<file path="config.mk">
export PLATFORM = sky130hd
export DESIGN_NAME = g9_stage_sequencer
export DESIGN_NICKNAME = d
export VERILOG_FILES = /design/src/rtl/g9_stage_sequencer.sv
export SDC_FILE = /design/constraint.sdc
export NUM_CORES = 1
export LEC_CHECK = 0
export ABC_AREA = 0
export CAP_MARGIN = 20
export CORE_MARGIN = 2
export CORE_UTILIZATION = 50
export DETAILED_ROUTE_END_ITERATION = 8
export PLACE_DENSITY = 0.89
export SKIP_CTS_REPAIR_TIMING = 1
export SLEW_MARGIN = 20
export SYNTH_ARGS = -nofsm -noshare
export SYNTH_HDL_FRONTEND = slang
export SYNTH_SLANG_ARGS = --single-unit
</file>
<file path="constraint.sdc">
create_clock -name clk -period 2.25 [get_ports clk]
set_clock_uncertainty 0.15 [all_clocks]
set_input_delay 0.45 -clock clk [delete_from_list [all_inputs] [get_ports clk]]
set_output_delay 0.45 -clock clk [all_outputs]
set_load 0.1 [all_outputs]
</file>
<file path="src/rtl/g9_stage_sequencer.sv">
// g9_stage_sequencer: multi-cycle FETCH/DECODE/EXEC/MEM/WB stepper for the G9 core.
// Issues one-cycle enables for IR load, PC update, RF write and DMem access,
// honouring block-RAM read latency. Supports free-run, single-step and HALT.
module g9_stage_sequencer #(
  parameter int IMEM_LATENCY = 1,
  parameter int DMEM_LATENCY = 1,
  parameter int CNT_WIDTH    = 32
) (
  input  logic                 clk,
  input  logic                 reset,
  input  logic                 run,
  input  logic                 step_mode,
  input  logic                 step,
  input  logic                 mem_read,
  input  logic                 mem_write,
  input  logic                 reg_write,
  input  logic                 halt,
  output logic                 ir_load,
  output logic                 pc_en,
  output logic                 rf_we,
  output logic                 dmem_we,
  output logic                 dmem_re,
  output logic                 busy,
  output logic                 halted,
  output logic [2:0]           stage,
  output logic [CNT_WIDTH-1:0] retired
);

  typedef enum logic [2:0] {
    S_IDLE   = 3'd0,
    S_FETCH  = 3'd1,
    S_DECODE = 3'd2,
    S_EXEC   = 3'd3,
    S_MEM    = 3'd4,
    S_WB     = 3'd5,
    S_HALT   = 3'd6
  } state_t;

  localparam logic [2:0] IM_LAST = 3'(IMEM_LATENCY - 1);
  localparam logic [2:0] DM_LAST = 3'(DMEM_LATENCY - 1);

  state_t               r_state;
  logic [2:0]           r_wait;
  logic                 r_mr, r_mw, r_rw;
  logic [CNT_WIDTH-1:0] r_retired;

  logic w_imem_last, w_dmem_last, w_retire;

  assign w_imem_last = (r_wait == IM_LAST);
  assign w_dmem_last = (r_wait == DM_LAST);

  // Strobes come only from registered state, wait counter and latched flags.
  assign ir_load = (r_state == S_FETCH) && w_imem_last;
  assign w_retire = ((r_state == S_EXEC) && !(r_mr || r_mw || r_rw)) ||
                    ((r_state == S_MEM) && w_dmem_last && !r_mr) ||
                    (r_state == S_WB);
  assign pc_en   = w_retire;
  assign rf_we   = (r_state == S_WB);
  assign dmem_re = (r_state == S_MEM) && r_mr;
  // A load+store combination is treated as a load: no write.
  assign dmem_we = (r_state == S_MEM) && r_mw && !r_mr && (r_wait == 3'd0);
  assign busy    = (r_state != S_IDLE) && (r_state != S_HALT);
  assign halted  = (r_state == S_HALT);
  assign stage   = r_state;
  assign retired = r_retired;

  // Stage FSM, latency wait counter, decode-time flag latch and retire counter.
  always_ff @(posedge clk or negedge reset) begin
    if (!reset) begin
      r_state   <= S_IDLE;
      r_wait    <= 3'd0;
      r_mr      <= 1'b0;
      r_mw      <= 1'b0;
      r_rw      <= 1'b0;
      r_retired <= '0;
    end else begin
      case (r_state)
        S_IDLE: begin
          if (run && (!step_mode || step)) begin
            r_state <= S_FETCH;
            r_wait  <= 3'd0;
          end
        end
        S_FETCH: begin
          if (w_imem_last) begin
            r_state <= S_DECODE;
            r_wait  <= 3'd0;
          end else begin
            r_wait <= r_wait + 3'd1;
          end
        end
        S_DECODE: begin
          r_mr    <= mem_read;
          r_mw    <= mem_write;
          r_rw    <= reg_write;
          r_state <= halt ? S_HALT : S_EXEC;
        end
        S_EXEC: begin
          if (r_mr || r_mw) begin
            r_state <= S_MEM;
            r_wait  <= 3'd0;
          end else if (r_rw) begin
            r_state <= S_WB;
          end
        end
        S_MEM: begin
          if (w_dmem_last) begin
            r_wait <= 3'd0;
            if (r_mr) r_state <= S_WB;
          end else begin
            r_wait <= r_wait + 3'd1;
          end
        end
        S_WB:   ;
        S_HALT: ;
        default: begin
          r_state <= S_IDLE;
          r_wait  <= 3'd0;
        end
      endcase
      // Retire overrides the per-state next state: chain or fall back to IDLE.
      if (w_retire) begin
        r_retired <= r_retired + CNT_WIDTH'(1);
        r_state   <= (run && !step_mode) ? S_FETCH : S_IDLE;
        r_wait    <= 3'd0;
      end
    end
  end

endmodule

</file>
==> flow_metrics.tcl <==
set metrics [dict create \
    critPathArrivalTime_ns 1.98 \
    gr-total-overflow 0 \
    ir_drop_uv 1140 \
    clk_latency_ns 0.30 \
    antenna_found_initial 0 \
    routedWlPerCell_um 20.5 \
    cp_top_family "buffers and inverters" \
    drt_pre_antenna_iters 4 \
    syn2layout_area_growth_pct 50.9 \
    critPathMaxStageDelay_ns 0.41 \
    grt_pass1_wl_um 9110 \
    dieArea_um2 5240 \
    path_max_fanout 4 \
    synthTopCellsByArea "dfrtp_1 44%, a2111oi_2 11%, xor2_1 11%" \
    reg2regPathDepth 6 \
    gr-usage-all-layers_pct 22.5 \
    post-route-min-period_ns 2.58 \
    gp_congestion 0.876 \
    cts_tree "done" \
    fp-row-count 24 \
    use_met2_pct 38.1 \
    status "complete, but fails checks" \
    crit_path_cell_trace "inv_1 -> ha_2 -> nor3b_2 -> buf_4 -> o21ai_4 -> and2_4 -> clkinvlp_4 -> buf_12" \
    num-nets-final 293 \
    synthFlopType "dfrtp_1" \
    fmax_mhz 388 \
    cts_root_buf "clkbuf_8" \
    gr-usage-met1_pct 28.9 \
    drc 0 \
    hpwl_um 4030 \
    h-tree-depth 2 \
    synth_edf_count 0 \
    hold_viol 0 \
    rsz0062_at_grt "true" \
    grt-busiest-layer "met2" \
    ys_ff_latch 41 \
    synth_most_common_cell "dfrtp_1" \
    worst-path-stages 8 \
    synth_common_cells "41 x dfrtp_1, 29 x xor2_1, 17 x a2111oi_2" \
    min_period_over_period_pct 114 \
    hp-class "register to register" \
    ant_nets 0 \
    cts.sinks 41 \
    path_class "register to output port" \
    yosysTopAreaCellShare_pct 43.9 \
    place_inst 314 \
    portBuffers 50 \
    violations "negative setup slack" \
    cts_inserted_buffers 5 \
    worst_slew_pin_slew_ns 0.544 \
    vias 2022 \
    syn_area_um2 2340 \
    clk_pin_slew_ns 0.09 \
    drive_above_1_share_pct 45.0 \
    ioPinCount 51 \
    grt_pass1_vias 1865 \
    start_kind "register" \
    dieWidth_um 72.4 \
    synth_area_per_cell_um2 11.1 \
    ys_warn_count 0 \
    finalNonFillerCells 334 \
    synth_nets 222 \
    diodes 0 \
    finalSetupTns_ns -1.29 \
    grt_max_degree 31 \
    slew_violations 0 \
    cp-end-kind "output port" \
    critical_path_buf_inv_count 4 \
    crit_path_top_delay_cell "dfrtp_1" \
    core_area_um2 4410 \
    netlist_instances 210 \
    leakagePower_nw 1.53 \
    crit_required_ns 1.65 \
    fillers 240 \
    setup_viol_count_final 22 \
    async_reset_ff_share_pct 100 \
    layout_setup_ws_ns -0.326 \
    drt_wl_total_um 6850 \
    die_h_um 72.4 \
    power_density_nw_per_um2 1050 \
    fin_hold_ws_ns 0.347 \
    maxCapViolCount 0 \
    cts_buffer_depth 2 \
    synth_top_area_cell "dfrtp_1" \
    synth-seq-area-share_pct 43.9 \
    whs_path_depth 1 \
    drt_iter0_drc 174 \
    ys_types 40 \
    via_per_inst 6.05 \
    maxSlewHeadroom_pct 63.7 \
    grt_use_met3_pct 4.58 \
    initial_core_util_pct 52.9 \
]
-- through the flow --
step | utilization [%] | worst slack (ns) | instance area, um^2 | power, W
2_1_floorplan | - | -0.386 | 2430 | 0.00230
3_3_place_gp | 69.4 | 0.0909 | 3060 | 0.00287
3_5_place_dp | 69.4 | 0.00639 | 3060 | 0.00291
4_1_cts | 71.8 | -0.334 | 3170 | 0.00350
5_1_grt | 79.9 | -0.395 | 3530 | 0.00380
6_report | 79.9 | -0.326 | 3530 | 0.00369
-- path summary, 6_finish.rpt --
path | start | end | slack (ns)
min in group asynchronous | reset | retired[6] | 0.48
max in group asynchronous | reset | stage[1] | 0.96
min | retired[14] | retired[14] | 0.35
min reg2reg | retired[14] | retired[14] | 0.35
max | r_wait[0] | pc_en | -0.33
max reg2reg | r_mr | retired[31] | -0.11
-- flip-flops by register name, summed over array words and instances (netlist names) --
signal and count:
r_mw 1, r_rw 1, r_mr 1, stage 3
r_wait 3, retired 32
-- worst reg2reg max path, cell delays in order, from the launching register on --
cell and delay, ns:
dfrtp_1 0.38, or3b_1 0.39, or3_4 0.41, buf_4 0.18, buf_16 0.19, a2111oi_4 0.34, xor2_1 0.23
-- metal layers --
metal	share of wire (%)	wire length, um	vias to the layer above
met4	1.9	127	0
met5	0	0	-
met3	5.1	346	15
met1	41	2800	1007
li1	-	-	916
met2	52	3580	84
-- cells by family after synthesis --
| group | Yosys count | share of synthesized area [%] |
|---|---|---|
| AOI/OAI and AO/OA | 42 | 20.2 |
| xor gates and xnor gates | 31 | 11.6 |
| adders and majority gates | 3 | 1.61 |
| buffers and inverters | 21 | 4.23 |
| DFF | 41 | 43.9 |
| muxes | 3 | 1.45 |
| and+or+nand+nor | 69 | 17.0 |
-- area by class of cell --
class / instances / area, um^2 / share of cell area, %
Clock buffer: 6 / 72.6 / 2.06
Multi-Input combinational cell: 148 / 1520 / 43.2
Sequential cell: 41 / 1040 / 29.5
Inverter: 7 / 30.0 / 0.852
Tap cell: 52 / 65.1 / 1.85
Timing Repair Buffer: 78 / 761 / 21.6
Clock inverter: 2 / 35.0 / 0.994
-- placed cells by master, fill, tap and decap left out, types with 7 or more instances in the layout --
| cell | synthesis | routed |
|---|---|---|
| nand4_1 | 7 | 7 |
| a2111oi_4 | 2 | 20 |
| clkdlybuf4s50_1 | 0 | 7 |
| xor2_1 | 29 | 29 |
| buf_4 | 1 | 56 |
| nand3_1 | 9 | 9 |
| dfrtp_1 | 41 | 33 |
| nand2_1 | 14 | 14 |
| buf_12 | 0 | 9 |
| dfrtp_2 | 0 | 7 |
-- power breakdown --
part,internal [W],switching (W)
clock network,0.000330,0.000270
registers,0.000844,0.000105
logic,0.000690,0.00145
total,0.00186,0.00182
(Power assumes the default switching activity.)
